===== src/rtl/shared_bus_arbiter_if.sv =====
// Handshake and bus signals between the shared-bus arbiter and its requesters/consumer.
// The arbiter uses the master modport; the environment uses the slave modport.
interface shared_bus_arbiter_if #(
  parameter int N = 4,
  parameter int W = 4
);
  localparam int OW = (N > 2) ? $clog2(N) : 1;

  logic [N-1:0]  req;
  logic [W-1:0]  bus;
  logic [N-1:0]  grant;
  logic          busy;
  logic [OW-1:0] owner;
  logic          rx_valid;
  logic [W-1:0]  rx_data;
  logic [OW-1:0] rx_src;

  modport master (
    input  req, bus,
    output grant, busy, owner, rx_valid, rx_data, rx_src
  );

  modport slave (
    output req, bus,
    input  grant, busy, owner, rx_valid, rx_data, rx_src
  );
endinterface


===== src/rtl/shared_bus_arbiter.sv =====
// Round-robin tri-state bus arbiter: one-hot driver enables, one-cycle turnaround
// between owners, capped tenure, and a registered sample of the bus per owned cycle.
module shared_bus_arbiter #(
  parameter int N        = 4,
  parameter int W        = 4,
  parameter int MAX_HOLD = 8
) (
  input  logic                   clk,
  input  logic                   rst,
  shared_bus_arbiter_if.master   bif
);
  localparam int OW = (N > 2) ? $clog2(N) : 1;
  localparam int CW = $clog2(MAX_HOLD + 1);

  typedef enum logic [1:0] {IDLE, GRANT, TURN} state_t;

  state_t        state_q, state_d;
  logic [N-1:0]  grant_q, grant_d;
  logic          busy_q, busy_d;
  logic [OW-1:0] owner_q, owner_d;
  logic [OW-1:0] last_q, last_d;
  logic [CW-1:0] cnt_q, cnt_d;
  logic          rxv_q;
  logic [W-1:0]  rxd_q;
  logic [OW-1:0] rxs_q;

  logic          win_found;
  logic [OW-1:0] win_idx;

  // Scan last+1, last+2, ... so the most recent owner ranks last.
  always_comb begin : arb
    int idx;
    idx       = 0;
    win_found = 1'b0;
    win_idx   = '0;
    for (int k = 1; k <= N; k++) begin
      idx = int'(last_q) + k;
      if (idx >= N) idx = idx - N;
      if (!win_found && bif.req[idx[OW-1:0]]) begin
        win_found = 1'b1;
        win_idx   = idx[OW-1:0];
      end
    end
  end

  always_comb begin
    state_d = state_q;
    grant_d = grant_q;
    busy_d  = busy_q;
    owner_d = owner_q;
    last_d  = last_q;
    cnt_d   = cnt_q;
    case (state_q)
      IDLE, TURN: begin
        if (win_found) begin
          state_d = GRANT;
          grant_d = N'(1) << win_idx;
          busy_d  = 1'b1;
          owner_d = win_idx;
          last_d  = win_idx;
          cnt_d   = CW'(1);
        end else begin
          state_d = IDLE;
          grant_d = '0;
          busy_d  = 1'b0;
          owner_d = '0;
        end
      end
      GRANT: begin
        // No preemption: only the owner's own request or the tenure cap ends it.
        if (!bif.req[owner_q] || cnt_q == CW'(MAX_HOLD)) begin
          state_d = TURN;
          grant_d = '0;
          busy_d  = 1'b0;
          owner_d = '0;
        end else begin
          cnt_d = cnt_q + CW'(1);
        end
      end
      default: begin
        state_d = IDLE;
        grant_d = '0;
        busy_d  = 1'b0;
        owner_d = '0;
      end
    endcase
  end

  always_ff @(posedge clk or posedge rst) begin
    if (rst) begin
      state_q <= IDLE;
      grant_q <= '0;
      busy_q  <= 1'b0;
      owner_q <= '0;
      last_q  <= OW'(N - 1);
      cnt_q   <= '0;
    end else begin
      state_q <= state_d;
      grant_q <= grant_d;
      busy_q  <= busy_d;
      owner_q <= owner_d;
      last_q  <= last_d;
      cnt_q   <= cnt_d;
    end
  end

  // Sample the resolved bus at the end of every owned cycle.
  always_ff @(posedge clk or posedge rst) begin
    if (rst) begin
      rxv_q <= 1'b0;
      rxd_q <= '0;
      rxs_q <= '0;
    end else if (|grant_q) begin
      rxv_q <= 1'b1;
      rxd_q <= bif.bus;
      rxs_q <= owner_q;
    end else begin
      rxv_q <= 1'b0;
    end
  end

  assign bif.grant    = grant_q;
  assign bif.busy     = busy_q;
  assign bif.owner    = owner_q;
  assign bif.rx_valid = rxv_q;
  assign bif.rx_data  = rxd_q;
  assign bif.rx_src   = rxs_q;
endmodule

===== src/flat_wrapper.sv =====
// flat-port wrapper written by rule: the top's interface ports become plain ports
module shared_bus_arbiter_flat 
#(
  parameter int N        = 4,
  parameter int W        = 4,
  parameter int MAX_HOLD = 8
)
  (clk, rst, bif_req, bif_bus, bif_grant, bif_busy, bif_owner, bif_rx_valid, bif_rx_data, bif_rx_src);
  shared_bus_arbiter_if #(.N(N), .W(W)) bif_i ();
  input  logic clk;
  input  logic rst;
  input wire logic [$bits(bif_i.req)-1:0] bif_req;
  input wire logic [$bits(bif_i.bus)-1:0] bif_bus;
  output wire logic [$bits(bif_i.grant)-1:0] bif_grant;
  output wire logic [$bits(bif_i.busy)-1:0] bif_busy;
  output wire logic [$bits(bif_i.owner)-1:0] bif_owner;
  output wire logic [$bits(bif_i.rx_valid)-1:0] bif_rx_valid;
  output wire logic [$bits(bif_i.rx_data)-1:0] bif_rx_data;
  output wire logic [$bits(bif_i.rx_src)-1:0] bif_rx_src;
  assign bif_i.req = bif_req;
  assign bif_i.bus = bif_bus;
  assign bif_grant = bif_i.grant;
  assign bif_busy = bif_i.busy;
  assign bif_owner = bif_i.owner;
  assign bif_rx_valid = bif_i.rx_valid;
  assign bif_rx_data = bif_i.rx_data;
  assign bif_rx_src = bif_i.rx_src;
  shared_bus_arbiter #(.N(N), .W(W), .MAX_HOLD(MAX_HOLD)) u_core (.clk(clk), .rst(rst), .bif(bif_i));
endmodule

===== config.mk =====
export PLATFORM = sky130hd
export DESIGN_NAME = shared_bus_arbiter_flat
export DESIGN_NICKNAME = d
export VERILOG_FILES = /design/src/rtl/shared_bus_arbiter_if.sv /design/src/rtl/shared_bus_arbiter.sv /design/src/flat_wrapper.sv
export SDC_FILE = /design/constraint.sdc
export NUM_CORES = 1
export LEC_CHECK = 0
export BUFFER_PORTS_ARGS = -buffer_cell sky130_fd_sc_hd__buf_2
export CAP_MARGIN = 20
export CORE_MARGIN = 5
export CORE_UTILIZATION = 46
export CTS_CLUSTER_SIZE = 10
export DETAILED_ROUTE_END_ITERATION = 16
export HOLD_SLACK_MARGIN = 0.08
export PLACE_DENSITY = 0.7
export SLEW_MARGIN = 25
export SYNTH_ARGS = -nofsm -noshare
export SYNTH_HDL_FRONTEND = slang
export SYNTH_SLANG_ARGS = --single-unit

===== constraint.sdc =====
create_clock -name clk -period 4 [get_ports clk]
set_clock_uncertainty 0.15 [all_clocks]
set_input_delay 0 -clock clk [delete_from_list [all_inputs] [get_ports clk]]
set_output_delay 0 -clock clk [all_outputs]
set_load 0.01 [all_outputs]

* Word level (Yosys, flattened, before mapping) *
Index checks and enable logic that the tools add are counted.

word-level totals
  bits in registers = 22
  input port bits = 10
  output and inout port bits = 14
  logic and storage cells = 86

operators by class
  $add $sub $neg = 9
  magnitude comparators = 9
  equal/unequal tests = 6
  shifts and indexed selects = 1
  mux-type cells = 38
  reduce and logical (&&, ||, !) cells = 14

operators with widths
  cell                 count
  $mux 2               11
  $mux 4               4
  $pmux 4 s2           2
  $lt 2x3->1 const B   5
  $mux 1               13
  $bmux 1 s2           5
  $ge 3x3->1 const B   3
  $pmux 2 s2           2
  $sub 2x1->2 const B  4
  $add 2x2->3 const B  2
  $add 2x3->4 const B  1
  $add 4x1->4 const B  1
  $eq 4x4->1 const B   1
  $ge 4x3->1 const B   1
  $logic_not 1->1      4
  $ne 2x1->1 const B   2
  $reduce_or 4->1      1
  $shl 1x2->4 const A  1
  $add 2x1->3 const B  1
  $logic_and 1x1->1    3
  $reduce_and 3->1     1
  $eq 2x1->1 const B   1
  $eq 2x2->1 const B   1
  $logic_not 2->1      1
  6 further kinds      6

* Logic depth before layout (Yosys ltp) *
  word-level depth = 18
  gate-level depth with buffers = 7
  depth with buffers taken out = 6

* Worst setup path after synthesis *
No wires, ideal clock.

  path kind = register to register
  start = reg u_core.owner_q[1] (netlist: u_core.bif.owner[1])
  end = reg u_core.owner_q[0] (netlist: u_core.bif.owner[0])
  data arrival time = 1447 ps
  data required time = 3729 ps
  slack = 2282 ps
  stages on the path, launching flop included = 5
  cells stage by stage = dfrtp_1 > mux4_2 > and3_4 > buf_6 > a22o_1

between the ends
  cells in the longest elaborated chain, start to end = 5

RTL lines
  what                          RTL line                   source
  start, declared               shared_bus_arbiter.sv:20   logic [OW-1:0] owner_q, owner_d;
  start signal, assigned        shared_bus_arbiter.sv:101  owner_q <= owner_d;
  $bmux 1 s2                    shared_bus_arbiter.sv:71   if (!bif.req[owner_q] || cnt_q == CW'(MAX_HOLD)) begin
  $mux 1 (not written as such)  shared_bus_arbiter.sv:71
  $logic_not 1->1               shared_bus_arbiter.sv:71
  $logic_or 1x1->1              shared_bus_arbiter.sv:71
  $ne 2x1->1 (no source line)   n/a

No other way between the ends. The select of a mux whose other input is x is not followed.
A chain may end at the register's enable or synchronous reset.

* Final worst setup path *
  start = reg u_core.owner_q[1] (netlist: u_core.bif.owner[1])
  end = reg u_core.state_q[1]

between the ends
  cells in the longest elaborated chain, start to end = 5

RTL lines
  what                          RTL line                  source
  $bmux 1 s2                    shared_bus_arbiter.sv:71
  $mux 1 (not written as such)  shared_bus_arbiter.sv:71
  $logic_not 1->1               shared_bus_arbiter.sv:71
  $logic_or 1x1->1              shared_bus_arbiter.sv:71
  $ne 2x1->1 (no source line)   n/a
  end signal, assigned          shared_bus_arbiter.sv:98  state_q <= state_d;
  end, declared                 shared_bus_arbiter.sv:17  state_t state_q, state_d;

No other way between the ends. The select of a mux whose other input is x is not followed.

==> impl_metrics.json <==
{
  "hp-class": "input pin to register",
  "rr_worst_depth": 3,
  "synthAdderAreaFrac": 0.0248,
  "synth_top_family_by_area": "simple AND/OR/NAND/NOR gates",
  "p_leak_uw": 0.000629,
  "cp_cell_sequence": "mux4_2 > dlygate4sd3_1 > a21boi_0",
  "final_core_utilization": 0.600,
  "grt_overflow_total": 0,
  "cp_top_family": "buffers and inverters",
  "synth-seq-cells": 22,
  "critical-path-max-stage-delay_ps": 570,
  "grt_pass1_vias": 745,
  "netlist_area_um2": 1010,
  "die_h_um": 56.8,
  "synth_flop_cell": "dfrtp_1",
  "wl_per_cell_um": 13.9,
  "cts_resized": 0,
  "r2r_start": "u_core.bif.owner[1]$_DFFE_PP0P_",
  "synth_mux_area_frac": 0.142,
  "synth-seq-area-share": 0.549,
  "yosysMostFrequentCell": "dfrtp_1",
  "power-per-cell-area_nw_per_um2": 774,
  "outcome": "complete, no violations",
  "r2r_setup_slack_ps": 2080,
  "maxSlewViolCount": 0,
  "grt_pass1_wl_mm": 3.42,
  "placed_cells": 133,
  "cts-root-buf": "clkbuf_4",
  "finalSetupTns_ps": 0,
  "die_area_um2": 3230,
  "max-cap-violations": 0,
  "drive_gt1_frac": 0.356,
  "synthCells": 83,
  "vias": 747,
  "core_area_um2": 2150,
  "post_cts_buffers": 0,
  "max_freq_mhz": 520,
  "crit_arrival_ps": 2000,
  "yosys.area.top_type": "dfrtp_1",
  "grt_setup_unrepaired": "no",
  "yosys.cell_types.count": 32,
  "synthArstFlopShare": 1.00,
  "place_hpwl_mm": 1.44,
  "antenna_found_initial": 0,
  "synth_area_per_cell_um2": 12.1,
  "end_kind": "register",
  "numCtsBuffers": 3,
  "irDropWorstVdd_mv": 0.511,
  "instances_no_fill": 146,
  "ios": 24,
  "synth-simple-area-share": 0.150,
  "clk_pin_slew_ps": 130,
  "first_iter_violations": 17,
  "synth_edf_count": 0,
  "worst_pin_slew_ps": 802,
  "fin_ws_ps": 2080,
  "cts.hold.buffers_added": 9,
  "cts.sinks": 22,
  "yosys_warnings": 0,
  "place_ws_ps": 2180,
  "row_count": 17,
  "rr_endpoint": "u_core.state_q[1]$_DFFE_PP0P_",
  "grt_use_total": 0.134,
  "fillCellCount": 176,
  "syn_nets": 95,
  "drtAntennaViolNets": 0,
  "drt-total-wl_mm": 2.02,
  "initial_core_util": 0.469,
  "finalHoldViolCount": 0,
  "max_slew_margin": 0.465,
  "cp_num_cells": 3,
  "chipWidth_um": 56.8,
  "path_buf_inv": 1,
  "nNetsFinal": 131,
  "synth_area_leaders": "dfrtp_1 50%, mux2_2 8.9%, dfstp_2 5.2%, nand2_1 4.1%, mux2i_1 3.0%",
  "clkLatencyLatePin_ps": 300,
  "synth_xor_area_frac": 0,
  "port_buffers": 23,
  "crit_required_ps": 4070,
  "grt_max_degree": 23,
  "synth_compound_area_frac": 0.108,
  "crit_start": "u_core.bif.owner[1]$_DFFE_PP0P_",
  "vias_per_cell": 5.12,
  "area_growth_pct": 28.0,
  "synth_top_area_frac": 0.497,
  "h-tree-depth": 1,
  "synthTopCellsByCount": "20 x dfrtp_1, 11 x nand2_1, 8 x mux2_2",
  "period_share": 0.481,
  "clock_path_buffers": 2,
  "critPathKind": "register to register",
  "fin_crit_ps": 1920,
  "cp_max_fo": 4,
  "cts_tree": "yes",
  "endpoint": "u_core.state_q[1]$_DFFE_PP0P_",
  "drt_pass1_iterations": 7,
  "gp_congestion": 0.748,
  "cp_slowest_cell": "dlygate4sd3_1",
  "start_kind": "register",
  "finalSetupViolations": 0,
  "num_antenna_cells": 0,
  "drcViolationCount": 0
}
-- layout by cell type, fill, tap and decap left out, types with 3 or more instances in the layout --
| master | n |
|---|---|
| mux2i_1 | 3 |
| inv_1 | 4 |
| mux2_2 | 8 |
| buf_2 | 23 |
| clkbuf_4 | 3 |
| nand2_1 | 11 |
| dlygate4sd3_1 | 9 |
| nor2_1 | 3 |
| dfrtp_1 | 20 |
-- cell families (layout without fill, tap and decap cells) --
group                    Yosys count  after routing
AO/OA/AOI/OAI                     15             15
adder cells (fa/ha/maj)            2              2
buffers and inverters              5             40
flip-flops                        22             22
multiplexers                      12             12
AND/OR/NAND/NOR                   27             27
-- flip-flops by register name, summed over array words and instances, names as in the netlist --
| name | flops |
|---|---|
| u_core.bif.rx_src | 2 |
| u_core.bif.owner | 2 |
| u_core.last_q | 2 |
| u_core.bif.grant | 4 |
| u_core.cnt_q | 4 |
| u_core.bif.rx_data | 4 |
| u_core.bif.rx_valid | 1 |
| u_core.bif.busy | 1 |
| u_core.state_q | 2 |
-- cell type report --
cell class	instances	area, µm²	share of cell area
clock buffers	3	22.5	0.0175
clock inverters	1	30.0	0.0233
inverters	4	15.0	0.0117
multi-input cells	56	428	0.332
flip-flops and latches	22	553	0.429
well taps	28	35.0	0.0272
repair buffers	32	205	0.159
-- through the flow --
step / total power (µW) / hold slack (ps) / instance area (µm²)
global placement: 809 / 39.5 / 1150
CTS: 1000 / 86.3 / 1290
detailed placement: 822 / 51.7 / 1150
floorplan: 695 / -162 / 1010
finish: 997 / 96.9 / 1290
global route: 1070 / 120 / 1290
-- where the power goes --
group	internal [µW]	leakage, µW	switching [µW]	total (µW)
Combinational	216	0.000328	212	427
Clock	101	0.0000279	69.7	171
Sequential	328	0.000273	70.9	399
-- layer usage --
metal / vias up / global-route usage / wire [µm]
li1: 369 / - / -
met1: 357 / 0.168 / 883
met2: 19 / 0.229 / 1010
met3: 2 / 0.0299 / 115
met4: 0 / 0.0397 / 11
met5: - / 0 / 0
-- worst min-delay path, stage by stage --
cell	delay (ps)
buf_2	130
a21o_1	90
a31oi_1	150
nand2_1	130
nand2_1	60
-- how the worst min path moves through the flow --
stage               startpoint                           endpoint  slack (ps)  cells past startpoint
detailed placement         rst  u_core.bif.rx_data[0]$_DFFE_PP0P_          50                      2
CTS                 bif_req[1]       u_core.last_q[1]$_DFFE_PP1P_          90                      5
global route        bif_req[1]        u_core.bif.busy$_DFFE_PP0P_         120                      4
floorplan                  rst        u_core.bif.busy$_DFFE_PP0P_        -160                      1
global placement           rst  u_core.bif.rx_data[2]$_DFFE_PP0P_          40                      2
finish              bif_req[1]       u_core.last_q[1]$_DFFE_PP1P_         100                      5
No activity file was read; power rests on OpenSTA's default activity.
